File: config.mk
export PLATFORM = sky130hd
export DESIGN_NAME = font_rom_arbiter
export DESIGN_NICKNAME = d
export VERILOG_FILES = /design/src/rtl/font_rom_arbiter.sv
export SDC_FILE = /design/constraint.sdc
export NUM_CORES = 1
export LEC_CHECK = 0
export CORE_MARGIN = 2
export CORE_UTILIZATION = 42
export CTS_CLUSTER_DIAMETER = 50
export DETAILED_ROUTE_END_ITERATION = 16
export MAX_ROUTING_LAYER = met4
export PLACE_DENSITY = 0.93
export SETUP_SLACK_MARGIN = 0.02
export SLEW_MARGIN = 20
export SYNTH_ARGS = -nofsm -noshare
export SYNTH_HDL_FRONTEND = slang
export SYNTH_SLANG_ARGS = --single-unit
export TNS_END_PERCENT = 5
File: constraint.sdc
create_clock -name clk -period 2.3 [get_ports clk]
set_clock_uncertainty 0.2 [all_clocks]
set_input_delay 0.46 -clock clk [delete_from_list [all_inputs] [get_ports clk]]
set_output_delay 0.46 -clock clk [all_outputs]
set_load 0.02 [all_outputs]
File: src/rtl/font_rom_arbiter.sv
// font_rom_arbiter: shares one synchronous font ROM (128 glyphs x 16 rows x 8 bits,
// 1-clk read latency) between four text-overlay ports. Arbitrates once per pixel
// tick, drives the ROM address and realigns the returned glyph row with the granted
// port's column, producing a registered text pixel three clocks after the tick.
// Optional feature: define FONT_ARB_LOCK_EN to keep a glyph cell with the port that
// started drawing it until its last column (bit 7) has been granted.

// Per-port address former: glyph code and row concatenated into a ROM address.
module font_arb_lane (
    input  logic [6:0]  char_code,
    input  logic [3:0]  row,
    output logic [10:0] addr
);
    assign addr = {char_code, row};
endmodule

module font_rom_arbiter #(
    parameter logic [2:0] FG0 = 3'b011,
    parameter logic [2:0] FG1 = 3'b111,
    parameter logic [2:0] FG2 = 3'b100,
    parameter logic [2:0] FG3 = 3'b001,
    parameter logic [2:0] BG  = 3'b110
) (
    input  logic        clk,
    input  logic        reset,
    input  logic        p_tick,
    input  logic [3:0]  req,
    input  logic [27:0] char_addr,
    input  logic [15:0] row_addr,
    input  logic [11:0] bit_addr,
    output logic [10:0] rom_addr,
    input  logic [7:0]  font_word,
    output logic [1:0]  gnt_id,
    output logic        font_bit,
    output logic        text_on,
    output logic [2:0]  text_rgb
);
    localparam int NUM_PORTS = 4;
    localparam int STAGES    = 2;

    // One pipeline stage worth of per-pixel state.
    typedef struct packed {
        logic       v;
        logic [1:0] id;
        logic [2:0] col;
    } stage_t;

    logic [NUM_PORTS-1:0][6:0]  chars;
    logic [NUM_PORTS-1:0][3:0]  rows;
    logic [NUM_PORTS-1:0][2:0]  cols;
    logic [NUM_PORTS-1:0][10:0] lane_addr;
    logic [NUM_PORTS-1:0][2:0]  fg;

    assign chars = char_addr;
    assign rows  = row_addr;
    assign cols  = bit_addr;
    assign fg    = {FG3, FG2, FG1, FG0};

    for (genvar k = 0; k < NUM_PORTS; k++) begin : g_lane
        font_arb_lane u_lane (
            .char_code (chars[k]),
            .row       (rows[k]),
            .addr      (lane_addr[k])
        );
    end

    logic [1:0] prio_id;
    logic       prio_any;
    logic       gnt_vld;
    logic [1:0] gnt_sel;

    // Fixed priority: lowest-numbered requesting port wins.
    always_comb begin
        prio_id  = '0;
        prio_any = 1'b0;
        for (int k = NUM_PORTS - 1; k >= 0; k--) begin
            if (req[k]) begin
                prio_id  = 2'(k);
                prio_any = 1'b1;
            end
        end
    end

`ifdef FONT_ARB_LOCK_EN
    typedef enum logic {IDLE, LOCKED} state_t;

    state_t     state, state_n;
    logic [1:0] lock_id, lock_id_n;

    // Lock state advances only on pixel ticks.
    always_ff @(posedge clk) begin
        if (reset) begin
            state   <= IDLE;
            lock_id <= '0;
        end else if (p_tick) begin
            state   <= state_n;
            lock_id <= lock_id_n;
        end
    end

    // Owner keeps the cell while it still requests; otherwise re-arbitrate this tick.
    always_comb begin
        state_n   = state;
        lock_id_n = lock_id;
        gnt_vld   = 1'b0;
        gnt_sel   = prio_id;
        if (state == LOCKED && req[lock_id]) begin
            gnt_vld = 1'b1;
            gnt_sel = lock_id;
            if (cols[lock_id] == 3'd7)
                state_n = IDLE;
        end else if (prio_any) begin
            gnt_vld   = 1'b1;
            gnt_sel   = prio_id;
            lock_id_n = prio_id;
            state_n   = (cols[prio_id] == 3'd7) ? IDLE : LOCKED;
        end else begin
            state_n = IDLE;
        end
    end
`else
    assign gnt_vld = prio_any;
    assign gnt_sel = prio_id;
`endif

    stage_t            s1, s2;
    logic [STAGES:1]   vld_pipe;
    logic              glyph_bit;

    // Tick marker travels alongside the data so stage 3 updates once per tick only.
    always_ff @(posedge clk) begin
        if (reset)
            vld_pipe <= '0;
        else
            vld_pipe <= {vld_pipe[STAGES-1:1], p_tick};
    end

    // Stage 1: latch winner's address and column; bubbles leave the ROM address alone.
    always_ff @(posedge clk) begin
        if (reset) begin
            rom_addr <= '0;
            s1       <= '0;
        end else if (p_tick) begin
            s1.v <= gnt_vld;
            if (gnt_vld) begin
                rom_addr <= lane_addr[gnt_sel];
                s1.id    <= gnt_sel;
                s1.col   <= cols[gnt_sel];
            end
        end else begin
            s1.v <= 1'b0;
        end
    end

    // Stage 2: wait out the ROM read latency.
    always_ff @(posedge clk) begin
        if (reset)
            s2 <= '0;
        else
            s2 <= s1;
    end

    // Column 0 is the leftmost pixel, i.e. the MSB of the glyph row.
    assign glyph_bit = font_word[~s2.col];

    // Stage 3: produce the pixel on the tick's third edge, hold it otherwise.
    always_ff @(posedge clk) begin
        if (reset) begin
            font_bit <= 1'b0;
            gnt_id   <= '0;
            text_on  <= 1'b0;
            text_rgb <= BG;
        end else if (vld_pipe[STAGES]) begin
            font_bit <= glyph_bit;
            gnt_id   <= s2.id;
            text_on  <= s2.v;
            text_rgb <= (s2.v && glyph_bit) ? fg[s2.id] : BG;
        end
    end
endmodule

Word-level counts from Yosys, hierarchy flattened
Index checks and enable logic that the tools add are counted.
{"block": "totals", "reg_bits": 32, "in_bits": 71, "out_inout_bits": 18, "elab_cells": 37}
{"block": "op_classes", "n_lt_le_gt_ge": 3, "muxes": 17, "bitwise_logic": 2, "reduce_logical": 3}
{"operator": "11-bit binary-select mux with 2-bit select", "count": 1}
{"operator": "3-bit binary-select mux with 2-bit select", "count": 2}
{"operator": "11-bit 2-to-1 mux", "count": 1}
{"operator": "3-bit 2-to-1 mux", "count": 3}
{"operator": "2-bit 2-to-1 mux", "count": 4}
{"operator": "2-bit by 3-bit less-than comparator with 1-bit output, second input constant", "count": 2}
{"operator": "1-bit 2-to-1 mux", "count": 5}
{"operator": "3-bit by 4-bit less-than comparator with 1-bit output, second input constant", "count": 1}
{"operator": "1-bit binary-select mux with 3-bit select", "count": 1}
{"operator": "3-bit inverter", "count": 1}
{"operator": "2-bit AND reduction", "count": 1}
{"operator": "2-bit OR reduction", "count": 1}
{"operator": "1-bit logical AND", "count": 1}
{"operator": "1-bit inverter", "count": 1}

Depth between registers and ports, before layout
{"block": "logic_depth", "depth_word": 6, "mapped_depth": 6, "mapped_depth_nobuf": 4}

Cells and area by module
Synthesis repeated with hierarchy kept, for this count alone.
{"block": "hier_totals", "cells_unflattened": 209, "hier_area_um2": 2004.4}
{"module": "font_rom_arbiter", "n_inst": 1, "cells_per_inst": 165, "area_per_inst_um2": 1674.1, "seq_area_each_um2": 640.6}
{"module": "font_arb_lane", "n_inst": 4, "cells_per_inst": 11, "area_per_inst_um2": 82.6, "seq_area_each_um2": 0.0}

Worst setup path after synthesis
Ideal clock, no wire load.
{"block": "synth_timing", "kind": "input port to flip-flop", "from": "input req[0]", "to": "register rom_addr[10]", "setup_ps": 122, "arrival_ps": 1416, "required_time_ps": 1978, "slack_ps": 562, "cell_stages": 6, "path_buffers": 2, "cell_sequence": "buf_2 o41ai_4 nor2_4 buf_6 o221ai_2 o21ai_2"}
{"block": "synth_between", "elab_chain_len": 3, "elab_cells_between_ends": 5, "classes_between": "4 x mux; 1 x reduce/logical"}
{"item": "from (decl)", "line_no": "27", "rtl": "input logic [3:0] req,"}
{"item": "2-bit 2-to-1 mux", "line_no": "77", "rtl": "if (req[k]) begin"}
{"item": "11-bit binary-select mux with 2-bit select", "line_no": "146", "rtl": "rom_addr <= lane_addr[gnt_sel];"}
{"item": "11-bit 2-to-1 mux (implied by the code)", "line_no": "146"}
{"item": "to (signal assigned)", "line_no": "146"}
{"item": "to (decl)", "line_no": "31", "rtl": "output logic [10:0] rom_addr,"}
Several ways; a longest one is shown, not always the timed one. The select of a mux whose other input is x is not followed.
A chain may end at the register's enable or synchronous reset.

Final worst setup path
{"block": "layout_timing", "from": "input req[2]", "to": "register s1[3] (netlist bit)"}
{"block": "layout_between", "elab_chain_len": 4, "elab_cells_between_ends": 7, "classes_between": "6 x mux; 1 x reduce/logical"}
{"item": "1-bit 2-to-1 mux (3 in a row)", "line_no": "77"}
{"item": "2-bit AND reduction (no source line)"}
{"item": "to (decl)", "line_no": "126", "rtl": "stage_t s1, s2;"}
Several ways; a longest one is shown, not always the timed one.

==> results by group <==
Clock network
  – Clk buf depth: 2
  – Post_cts resized: 0
  – Clock sinks: 32
  – Total CTS buffers: 5
  – Hold buffer count at CTS: 0
  – Root buf cell: clkbuf_8
  – Reg clk slew, reported paths: approximately 0.07 ns
  – H-tree levels: 2
  – Clk_lat worst skew: approximately 0.28 ns
  – CTS tree: built
  – Post-CTS setup buffers: 0

Timing
  – Worst hold slack: 0.2471 ns
  – F_max: ~500 MHz
  – RSZ-0062 raised after global routing: false
  – Fin. Hold Viols: 0
  – Setup TNS: 0 ns
  – Headroom to the max-slew limit: about 70%
  – Worst slew pin tran: 0.4671 ns
  – Min Clock Period, post-route: approximately 2 ns
  – Final Setup Violations: 0
  – Final worst path period share: about 87%
  – Max Slew Vio Count: 0

Yosys
  – Seq/Total Area, Yosys: 38.27%
  – Syn Nets: approximately 240
  – Ys Warns: 0
  – Cell Area, Synth: approximately 1700 um2
  – Post-Syn Instances: 165
  – #FFs+latches synth: 32
  – Post-synthesis average cell area: between 10 and 15 um2
  – Count of cell types in the netlist: 35

Critical path
  – R2r setup slk: 0.85 ns
  – Kind of start point of the critical path: input port
  – Critical path fanouts, max: 9
  – Crit path capture type: flop
  – Reg2reg end: text_rgb[0]$_SDFFE_PP0P_
  – Crit path kind: input port to flop
  – Crit path DAT: between 1.5 and 2 ns
  – Worst R2R Path Depth: 4
  – Worst setup path start: req[2]
  – WP data required: approximately 2.3 ns
  – FF-to-FF Start: s2[0]$_SDFF_PP0_

Route
  – Per-cell routed wire length: 15.57 um
  – 1st-iter DRT viols: 73
  – WL final: 4.764 mm
  – Total number of vias: about 1700
  – DRC Markers: 0
  – Total iterations of the first detailed-routing run: 4
  – ANT nets after route: 0
  – Vias per cell: 5.461

Min path
  – Worst Hold Launch: s1[5]$_SDFF_PP0_
  – Hold Crit Class: flop to flop
  – Hold endpoint: s2[5]$_SDFF_PP0_
  – Worst Hold Depth: 1

Global routing
  – Largest net degree at the start of global routing: 23
  – Global route overflow: 0
  – Global-route wire length before repair: 7.445 mm
  – GRT Util Overall: a little under a quarter
  – Number of global-route vias before repair: around 1600
  – Initial antenna violation count: 0

Final layout
  – Share of cells above drive strength 1: between 10% and 20%
  – Most frequent cells in the layout: clkdlybuf4s50_1 (88), dfxtp_1 (32), or3_1 (14), o31ai_1 (14)
  – Layout fillers: 290
  – # diodes: 0
  – Post-route cell area: roughly 2700 um2
  – FF/Latch Area: 640.6 um2
  – Area occupied by multi-input gates: roughly 950 um2
  – Filler-free cell count of the finished design: 306
  – Synthesis-to-finish area growth: 63.53%
  – Most common cell after layout, fill and taps aside: clkdlybuf4s50_1
  – Nets: between 300 and 400

Power
  – Overall power: between 1 and 1.5 mW
  – VDD IR max: roughly 0.27 mV
  – PD cells: ~510 nW/um2
  – Leakage: roughly 0.97 nW

Status
  – Run status: complete, no violations

Die
  – # rows: 22
  – Die X: between 60 and 70 um
  – I/O pin count: 89
  – CORE AREA: 3744 um2
  – Die Ht: between 60 and 70 um
  – Die outline area: around 4500 um2
  – Initial core utilization: approximately 45%

Placement
  – Post-detail-place hpwl: about 3.9 mm
  – PortBufs: 88
  – Placed cells: ~300
  – Placed cell area: approximately 2600 um2
  – Global placer's final weighted congestion: about 0.82

Run
  – Max_cap viols: 0
==> kinds of logic (layout without fill, tap and decap cells) <==
kind of cell | count (synthesis) | in the layout | share of synthesized area [%]
DFF | 32 | 32 | 38.27
and+or+nand+nor | 58 | 58 | 22.94
buffers and inverters | 16 | 109 | 5.082
adders and majority gates | 1 | 1 | 0.7473
muxes | 7 | 7 | 4.186
AOI/OAI and AO/OA | 51 | 51 | 28.77
==> sequential cells by signal, indices dropped and copies added, names as in the netlist <==
| register | count |
|---|---|
| s2 | 6 |
| text_on | 1 |
| vld_pipe | 2 |
| rom_addr | 11 |
| gnt_id | 2 |
| text_rgb | 3 |
| s1 | 6 |
| font_bit | 1 |
==> Yosys cell counts <==
library cell | n | area [um2]
dfxtp_1 | 32 | 640.6
o31ai_1 | 14 | 105.1
or3_1 | 14 | 87.58
o21ai_2 | 9 | 78.83
o221ai_2 | 9 | 135.1
nor2b_1 | 8 | 50.05
mux2i_1 | 7 | 70.07
nand2_1 | 7 | 26.28
nand3b_2 | 7 | 78.83
clkbuf_1 | 6 | 22.52
nand3b_1 | 6 | 45.04
nor2_1 | 6 | 22.52
buf_2 | 5 | 25.02
o221ai_1 | 5 | 43.79
nand2b_1 | 4 | 25.02
o21ai_1 | 4 | 20.02
buf_6 | 2 | 22.52
nand4b_1 | 2 | 17.52
o32a_1 | 2 | 20.02
a21oi_1 | 1 | 5.000
a21oi_2 | 1 | 8.760
a22o_1 | 1 | 8.760
buf_4 | 1 | 7.510
ha_1 | 1 | 12.51
inv_1 | 1 | 3.750
inv_2 | 1 | 3.750
nand2b_2 | 1 | 8.760
nand3_1 | 1 | 5.000
nand4_1 | 1 | 6.260
nor2_4 | 1 | 11.26
o21a_2 | 1 | 8.760
o21ai_0 | 1 | 5.000
o22ai_1 | 1 | 6.260
o41ai_1 | 1 | 8.760
o41ai_4 | 1 | 27.53
==> through the flow <==
step	worst slack [ns]	utilization (%)
floorplan	0.5616	-
global placement	0.06239	70.66
detailed placement	0.02694	70.66
CTS	0.2968	73.13
global route	0.1969	73.13
finish	0.2986	73.13
==> cell type report <==
class	count	share of cell area [%]
flip-flops and latches	32	23.40
multi-input cells	117	34.64
repair buffers	99	36.11
inverters	2	0.2742
well taps	48	2.194
clock buffers	6	3.016
clock inverters	2	0.3656
==> worst max path at each step <==
| stage | endpoint | slack, ns |
|---|---|---|
| floorplan | rom_addr[10]$_SDFFE_PP0P_ | 0.56 |
| global placement | s1[2]$_SDFFE_PP0P_ | 0.06 |
| detailed placement | s1[2]$_SDFFE_PP0P_ | 0.03 |
| CTS | s1[3]$_SDFFE_PP0P_ | 0.30 |
| global route | rom_addr[1]$_SDFFE_PP0P_ | 0.20 |
| finish | s1[3]$_SDFFE_PP0P_ | 0.30 |
==> worst max-delay path, stage by stage <==
cell             delay [ns]
clkdlybuf4s50_1        0.50
o41ai_4                0.57
buf_12                 0.19
mux2i_1                0.19
nor2_1                 0.06
==> routing by layer <==
layer  wire [um]  GRT usage, %
met3         293         5.833
met4          78         8.929
met5           0             -
met2        2587         41.21
met1        1804         24.48
==> power breakdown <==
part	leakage, nW	total [mW]	switching, mW	internal [mW]
logic	0.654	0.346	0.140	0.206
registers	0.262	0.605	0.0198	0.585
clock network	0.0510	0.441	0.203	0.238
total	0.967	1.39	0.363	1.03
Note: power is estimated with default switching activity, not from simulation.
